**src/rtl/cpu_pkg.sv**
```systemverilog
// Shared definitions for the hardwired control unit: opcode map of the ISA,
// sequencer state encoding and a small opcode-class helper.
package cpu_pkg;

  localparam int OPC_WIDTH  = 5;
  localparam int WAIT_CNT_W = 4;

  // Full ISA opcode map (IR[31:27]); only a subset is sequenced here.
  localparam logic [4:0] OP_LD   = 5'b00000;
  localparam logic [4:0] OP_LDI  = 5'b00001;
  localparam logic [4:0] OP_ST   = 5'b00010;
  localparam logic [4:0] OP_ADD  = 5'b00011;
  localparam logic [4:0] OP_SUB  = 5'b00100;
  localparam logic [4:0] OP_SHR  = 5'b00101;
  localparam logic [4:0] OP_SHRA = 5'b00110;
  localparam logic [4:0] OP_SHL  = 5'b00111;
  localparam logic [4:0] OP_ROR  = 5'b01000;
  localparam logic [4:0] OP_AND  = 5'b01001;
  localparam logic [4:0] OP_OR   = 5'b01010;
  localparam logic [4:0] OP_ROL  = 5'b01011;
  localparam logic [4:0] OP_ADDI = 5'b01100;
  localparam logic [4:0] OP_ANDI = 5'b01101;
  localparam logic [4:0] OP_ORI  = 5'b01110;
  localparam logic [4:0] OP_MUL  = 5'b01111;
  localparam logic [4:0] OP_DIV  = 5'b10000;
  localparam logic [4:0] OP_NEG  = 5'b10001;
  localparam logic [4:0] OP_NOT  = 5'b10010;
  localparam logic [4:0] OP_BR   = 5'b10011;
  localparam logic [4:0] OP_JR   = 5'b10100;
  localparam logic [4:0] OP_IN   = 5'b10101;
  localparam logic [4:0] OP_OUT  = 5'b10110;
  localparam logic [4:0] OP_MFHI = 5'b10111;
  localparam logic [4:0] OP_MFLO = 5'b11000;
  localparam logic [4:0] OP_NOP  = 5'b11001;
  localparam logic [4:0] OP_HALT = 5'b11010;

  // Sequencer states, 4-bit encoding.
  typedef enum logic [3:0] {
    ST_T0     = 4'd0,
    ST_T1     = 4'd1,
    ST_T1W    = 4'd2,
    ST_T2     = 4'd3,
    ST_T3     = 4'd4,
    ST_T4     = 4'd5,
    ST_T5     = 4'd6,
    ST_HALTED = 4'd7,
    ST_PAUSE  = 4'd8
  } cs_state_e;

  // Three-operand register ALU instructions that need the T4/T5 steps.
  function automatic logic is_alu_op(input logic [4:0] op);
    return (op == OP_ADD) || (op == OP_SUB) || (op == OP_AND) || (op == OP_OR);
  endfunction

endpackage

```
**src/rtl/cs_wait_timer.sv**
```systemverilog
// Memory-wait counter used while the sequencer sits in T1W.
// cnt_start loads 1, cnt_inc counts up, cnt_clear zeroes; expire flags the
// cycle in which the count has reached MEM_TIMEOUT.
module cs_wait_timer
  import cpu_pkg::*;
#(
  parameter int MEM_TIMEOUT = 15,
  parameter int CNT_W       = WAIT_CNT_W
) (
  input  logic Clock,
  input  logic Clear,
  input  logic cnt_start,
  input  logic cnt_clear,
  input  logic cnt_inc,
  output logic expire
);

  logic [CNT_W-1:0] count_reg;

  // Wait-cycle counter; clear wins over start, start wins over increment.
  always_ff @(posedge Clock or negedge Clear) begin
    if (!Clear) begin
      count_reg <= '0;
    end else if (cnt_clear) begin
      count_reg <= '0;
    end else if (cnt_start) begin
      count_reg <= CNT_W'(1);
    end else if (cnt_inc) begin
      count_reg <= count_reg + CNT_W'(1);
    end
  end

  assign expire = (count_reg == CNT_W'(MEM_TIMEOUT));

endmodule

```
**src/rtl/control_sequencer.sv**
```systemverilog
// Hardwired control unit: fetch (T0-T2), decode of the latched opcode and
// per-step datapath strobes (T3-T5). Moore outputs, forced low while Clear
// is asserted so no strobe survives a reset.
// Optional build macro CU_SINGLE_STEP_EN: adds the Step input and a PAUSE
// state so that one instruction executes per rising edge of Step.
module control_sequencer
  import cpu_pkg::*;
#(
  parameter int OPC_W       = OPC_WIDTH,
  parameter int MEM_TIMEOUT = 15
) (
  input  logic             Clock,
  input  logic             Clear,
  input  logic [OPC_W-1:0] IR_opcode,
  input  logic             Mem_ready,
  input  logic             Stop,
`ifdef CU_SINGLE_STEP_EN
  input  logic             Step,
`endif
  output logic             PCout,
  output logic             MAR_enable,
  output logic             IncPC,
  output logic             PC_enable,
  output logic             ZLowIn,
  output logic             ZLowout,
  output logic             MDR_read,
  output logic             MDR_enable,
  output logic             MDRout,
  output logic             IR_enable,
  output logic             Gra,
  output logic             Grb,
  output logic             Grc,
  output logic             R_in,
  output logic             R_out,
  output logic             Y_enable,
  output logic             InPortout,
  output logic             OutPort_enable,
  output logic             HIout,
  output logic             LOout,
  output logic [OPC_W-1:0] ALU_op,
  output logic             Run,
  output logic             Mem_fault
);

`ifdef CU_SINGLE_STEP_EN
  localparam cs_state_e DONE_STATE = ST_PAUSE;
`else
  localparam cs_state_e DONE_STATE = ST_T0;
`endif

  cs_state_e        state_reg, state_next;
  logic [OPC_W-1:0] opcode_reg;
  logic             mem_fault_reg;
  logic             timer_start, timer_inc, timer_clear, timer_expire;

  // Wait counter runs only while T1 or T1W is still waiting for memory.
  assign timer_start = (state_reg == ST_T1)  && !Mem_ready;
  assign timer_inc   = (state_reg == ST_T1W) && !Mem_ready && !timer_expire;
  assign timer_clear = !timer_start && !timer_inc;

  cs_wait_timer #(
    .MEM_TIMEOUT (MEM_TIMEOUT),
    .CNT_W       (WAIT_CNT_W)
  ) u_wait_timer (
    .Clock     (Clock),
    .Clear     (Clear),
    .cnt_start (timer_start),
    .cnt_clear (timer_clear),
    .cnt_inc   (timer_inc),
    .expire    (timer_expire)
  );

`ifdef CU_SINGLE_STEP_EN
  logic step_prev_reg;
  logic step_rise;

  // Remember last Step level so only a rising edge releases PAUSE.
  always_ff @(posedge Clock or negedge Clear) begin
    if (!Clear) step_prev_reg <= 1'b0;
    else        step_prev_reg <= Step;
  end

  assign step_rise = Step && !step_prev_reg;
`endif

  // State register, opcode latch (end of T2) and sticky memory fault.
  always_ff @(posedge Clock or negedge Clear) begin
    if (!Clear) begin
      state_reg     <= ST_T0;
      opcode_reg    <= '0;
      mem_fault_reg <= 1'b0;
    end else begin
      state_reg <= state_next;
      if (state_reg == ST_T2) begin
        opcode_reg <= IR_opcode;
      end
      if ((state_reg == ST_T1W) && !Mem_ready && timer_expire) begin
        mem_fault_reg <= 1'b1;
      end
    end
  end

  // Next-state logic: Stop is honoured only at an instruction boundary.
  always_comb begin
    state_next = state_reg;
    case (state_reg)
      ST_T0:  state_next = Stop ? ST_HALTED : ST_T1;
      ST_T1:  state_next = Mem_ready ? ST_T2 : ST_T1W;
      ST_T1W: begin
        if (Mem_ready)         state_next = ST_T2;
        else if (timer_expire) state_next = ST_HALTED;
        else                   state_next = ST_T1W;
      end
      ST_T2:  state_next = ST_T3;
      ST_T3: begin
        if (opcode_reg == OP_HALT)      state_next = ST_HALTED;
        else if (is_alu_op(opcode_reg)) state_next = ST_T4;
        else                            state_next = DONE_STATE;
      end
      ST_T4:  state_next = ST_T5;
      ST_T5:  state_next = DONE_STATE;
`ifdef CU_SINGLE_STEP_EN
      ST_PAUSE: begin
        if (Stop)           state_next = ST_HALTED;
        else if (step_rise) state_next = ST_T0;
        else                state_next = ST_PAUSE;
      end
`endif
      ST_HALTED: state_next = ST_HALTED;
      default:   state_next = ST_T0;
    endcase
  end

  // Moore strobe decode from state and latched opcode, gated by Clear.
  always_comb begin
    PCout          = 1'b0;
    MAR_enable     = 1'b0;
    IncPC          = 1'b0;
    PC_enable      = 1'b0;
    ZLowIn         = 1'b0;
    ZLowout        = 1'b0;
    MDR_read       = 1'b0;
    MDR_enable     = 1'b0;
    MDRout         = 1'b0;
    IR_enable      = 1'b0;
    Gra            = 1'b0;
    Grb            = 1'b0;
    Grc            = 1'b0;
    R_in           = 1'b0;
    R_out          = 1'b0;
    Y_enable       = 1'b0;
    InPortout      = 1'b0;
    OutPort_enable = 1'b0;
    HIout          = 1'b0;
    LOout          = 1'b0;
    ALU_op         = '0;
    Run            = (state_reg != ST_HALTED);
    if (Clear) begin
      case (state_reg)
        ST_T0: begin
          PCout      = 1'b1;
          MAR_enable = 1'b1;
          IncPC      = 1'b1;
          ZLowIn     = 1'b1;
        end
        ST_T1: begin
          ZLowout    = 1'b1;
          PC_enable  = 1'b1;
          MDR_read   = 1'b1;
          MDR_enable = 1'b1;
        end
        ST_T1W: begin
          MDR_read   = 1'b1;
          MDR_enable = 1'b1;
        end
        ST_T2: begin
          MDRout    = 1'b1;
          IR_enable = 1'b1;
        end
        ST_T3: begin
          case (opcode_reg)
            OP_IN: begin
              Gra = 1'b1; R_in = 1'b1; InPortout = 1'b1;
            end
            OP_OUT: begin
              Gra = 1'b1; R_out = 1'b1; OutPort_enable = 1'b1;
            end
            OP_MFHI: begin
              Gra = 1'b1; R_in = 1'b1; HIout = 1'b1;
            end
            OP_MFLO: begin
              Gra = 1'b1; R_in = 1'b1; LOout = 1'b1;
            end
            OP_ADD, OP_SUB, OP_AND, OP_OR: begin
              Grb = 1'b1; R_out = 1'b1; Y_enable = 1'b1;
            end
            default: ;
          endcase
        end
        ST_T4: begin
          Grc    = 1'b1;
          R_out  = 1'b1;
          ZLowIn = 1'b1;
          ALU_op = opcode_reg;
        end
        ST_T5: begin
          ZLowout = 1'b1;
          Gra     = 1'b1;
          R_in    = 1'b1;
        end
        default: ;
      endcase
    end
  end

  assign Mem_fault = mem_fault_reg;

endmodule
```
**config.mk**
```make
export PLATFORM = sky130hd
export DESIGN_NAME = control_sequencer
export DESIGN_NICKNAME = d
export VERILOG_FILES = /design/src/rtl/cpu_pkg.sv /design/src/rtl/cs_wait_timer.sv /design/src/rtl/control_sequencer.sv
export SDC_FILE = /design/constraint.sdc
export NUM_CORES = 1
export LEC_CHECK = 0
export ABC_CLOCK_PERIOD_IN_PS = 3830
export BUFFER_PORTS_ARGS = -buffer_cell sky130_fd_sc_hd__buf_2
export CORE_AREA = 2 2 66 68
export DETAILED_ROUTE_END_ITERATION = 10
export DIE_AREA = 0 0 68 70
export REMOVE_ABC_BUFFERS = 1
export SETUP_SLACK_MARGIN = 0.1
export SYNTH_ARGS = -nofsm -noshare
export SYNTH_HDL_FRONTEND = slang
export SYNTH_SLANG_ARGS = --single-unit
```
**constraint.sdc**
```tcl
create_clock -name Clock -period 3.83 [get_ports Clock]
set_input_delay 0.766 -clock Clock [delete_from_list [all_inputs] [get_ports Clock]]
set_output_delay 0.766 -clock Clock [all_outputs]
set_load 0.01 [all_outputs]
```
==> flow_summary.yaml <==
status:
  status: "finished clean"
power_and_ir_drop:
  powerDensity_nw_per_um2: 675.4
  swShare: 0.4460
  power.total_mw: 0.7893
  power_frac_comb: 0.446
  intPower_mw: 0.4373
  p_leak_nw: 0.5869
  peakVddDrop_mv: 0.1407
  p_clk_frac: 0.158
  power_frac_seq: 0.395
  power_switching_mw: 0.3520
drt:
  routed_wl_um: 2182
  antenna_left: 0
  routed_via_density: 4.532
  vias: 861
  route.detailed.drc: 0
  wl_per_cell_um: 11.48
  drtIter0Drc: 47
  drt-pass1-iter-count: 4
clock_tree:
  clk_path_buf_depth: 2
  clk_pin_slew_ns: 0.06
  postCtsSetupBuffers: 0
  cts.sinks: 13
  cts-hold-fix-buffers: 0
  clk_latency_ns: 0.25
  numCtsBuffers: 3
  post_cts_resized: 0
  cts_tree: "built"
  cts_root_buffer: "clkbuf_8"
  htreeDepth: 1
worst_hold_path:
  hp-class: "input pin to asynchronous set/reset pin"
setup_path:
  endpoint_kind: "output port"
  cp_slowest_cell: "nor3_1"
  critPathLaunchType: "input pin"
  crit_type: "input pin to output port"
  r2r-start: "opcode_reg[0]"
  worstPathMaxFanout: 16
  max_stage_delay_ns: 0.56
  worst_path_most_repeated_cell: "buf_2"
  worstPathArrival_ns: 2.13
  worstPathCellList: "buf_2 -> inv_1 -> nor3_1 -> and2_1 -> buf_2"
  cp.required_ns: 3.06
  critPathLaunch: "Clear"
synthesis:
  avgSynthCellArea_um2: 8.613
  synth.ff_latch_count: 13
  yosysUniqueCellTypes: 36
  synth_warnings: 0
  netlist_area_um2: 964.7
  yosysSeqAreaShare: 0.3372
  synthCells: 112
grt:
  grt_pass1_wl_um: 3532
  grtUsageTotal: 0.09925
  grt_pass1_vias: 778
  antenna_found_initial: 0
  overflow: 0
  grt_max_degree: 18
placed_design:
  dp_hpwl_um: 1693
  dp_slack_ns: 0.8374
  gp_congestion: 0.8527
  port_buffers: 35
finish:
  diodes: 0
  largest_register_ff_count: 5
  multi_input_area_um2: 535.5
  fillers: 467
  syn2layout_area_growth_pct: 21.14
  drive_gt1_frac: 0.3623
  fin_nets: 149
  seqCellArea_um2: 325.3
floorplanning:
  die-area_um2: 4760
  rows: 24
  die_x_um: 68
  pin_count: 36
  die-height_um: 70
  core-area_um2: 4144
  initial_utilization: 0.2328
timing:
  setup_viol: 0
  slew_headroom: 0.5802
  fin_ws_ns: 0.9342
  rsz0062_at_grt: "no"
  period_needed_ns: 2.896
  fmax_mhz: 345.3
  slew_viol_final: 0
  fin_crit_sh: 0.7561
  hold_violations: 0
  final.setup.tns_ns: 0
  fin_skew_ns: 0.005819
  tightest_slew_ns: 0.6249
flow_run:
  cap_violations: 0
## synth_stat cells
master / n / area share
nor4_1: 5 / 0.032
buf_6: 1 / 0.012
a311o_1: 1 / 0.010
a311oi_1: 1 / 0.0091
o211a_1: 1 / 0.010
o21ai_0: 4 / 0.021
o31a_1: 1 / 0.0091
inv_1: 6 / 0.023
or2_2: 1 / 0.0065
nand2b_2: 1 / 0.0091
nand3_1: 4 / 0.021
or2b_4: 1 / 0.012
a211oi_1: 2 / 0.016
and3_1: 3 / 0.019
a21oi_1: 6 / 0.031
nand2_1: 6 / 0.023
ha_1: 1 / 0.013
mux2_2: 6 / 0.070
and4bb_2: 1 / 0.013
buf_2: 2 / 0.010
clkbuf_1: 4 / 0.016
or3_1: 2 / 0.013
nor2_1: 7 / 0.027
xnor2_1: 2 / 0.018
mux2i_1: 1 / 0.010
nor4_2: 1 / 0.013
or2_1: 1 / 0.0065
and2_1: 5 / 0.032
nor3_1: 7 / 0.036
or4b_4: 1 / 0.014
or2b_1: 1 / 0.0078
nor2b_1: 2 / 0.013
buf_4: 6 / 0.047
dfrtp_1: 13 / 0.34
nand2b_1: 3 / 0.019
o311ai_1: 2 / 0.018
## layer usage
| layer | track usage | up-vias | part of all wire |
|---|---|---|---|
| met2 | 0.1467 | 25 | 0.46 |
| li1 | - | 447 | - |
| met4 | 0.04667 | 0 | 0.016 |
| met5 | 0 | - | 0 |
| met1 | 0.1347 | 385 | 0.46 |
| met3 | 0.02254 | 4 | 0.060 |
## power by group through the flow
stage	Sequential (mW)	Clock, mW	Combinational [mW]
final	0.312	0.125	0.352
after detailed placement	0.315	0	0.354
after global routing	0.334	0.135	0.395
after CTS	0.312	0.128	0.356
after global placement	0.314	0	0.353
after floorplan	0.280	0	0.269
## through the flow
stage,util,area (um2),cells,hold slack (ns)
after floorplan,-,883.3,99,0.4704
final,0.2820,1169,190,0.4093
after global placement,0.2711,1124,186,0.4464
after CTS,0.2820,1169,190,0.4205
after global routing,0.2820,1169,190,0.4404
after detailed placement,0.2711,1124,186,0.4623
## final cells by class
| cell class | count | share of cell area |
|---|---|---|
| Clock buffer | 4 | 0.03854 |
| Tap cell | 52 | 0.05567 |
| Timing Repair Buffer | 35 | 0.1499 |
| Inverter | 6 | 0.01927 |
| Multi-Input combinational cell | 80 | 0.4582 |
| Sequential cell | 13 | 0.2784 |
## cell usage in the layout, fill, tap and decap left out
| cell | count |
|---|---|
| and3_1 | 3 |
| nand2b_2 | 1 |
| nor2_1 | 7 |
| xnor2_1 | 2 |
| o21ai_0 | 4 |
| mux2i_1 | 1 |
| or2_1 | 1 |
| nand2b_1 | 3 |
| a311oi_1 | 1 |
| nand3_1 | 4 |
| clkbuf_8 | 3 |
| nor3_1 | 7 |
| dfrtp_1 | 13 |
| nand2_1 | 6 |
| nor4_2 | 1 |
| or2b_1 | 1 |
| or2b_4 | 1 |
| nor2b_1 | 2 |
| or3_1 | 2 |
| o211a_1 | 1 |
| a21oi_1 | 6 |
| o311ai_1 | 2 |
| o31a_1 | 1 |
| ha_1 | 1 |
| clkbuf_1 | 1 |
| and2_1 | 5 |
| nor4_1 | 5 |
| or2_2 | 1 |
| a211oi_1 | 2 |
| mux2_2 | 6 |
| and4bb_2 | 1 |
| buf_2 | 35 |
| or4b_4 | 1 |
| a311o_1 | 1 |
| inv_1 | 6 |
## kinds of logic after synthesis
group	count (synthesis)	share of synthesized area
compound gates	18	0.1245
xor+xnor	2	0.01816
fa+ha+maj	1	0.01297
buf+inv	19	0.1076
flops	13	0.3372
mux	7	0.08041
simple gates	52	0.3191
## path summary, 6_finish.rpt
path	depth (start not counted)	end	slack, ns
max in group asynchronous	1	opcode_reg[1]	3.17
hold / removal	1	u_wait_timer.count_reg[1]	0.41
hold reg to reg	1	Mem_fault	0.47
min in group Clock	1	Mem_fault	0.47
setup reg to reg	4	state_reg[2]	2.29
setup / recovery	5	ALU_op[4]	0.93
## worst max-delay path, delay by kind of cell
kind          cells  cell delay, ns
buf+inv           3            0.59
simple gates      2            0.77
Note: power is estimated with default switching activity, not from simulation.
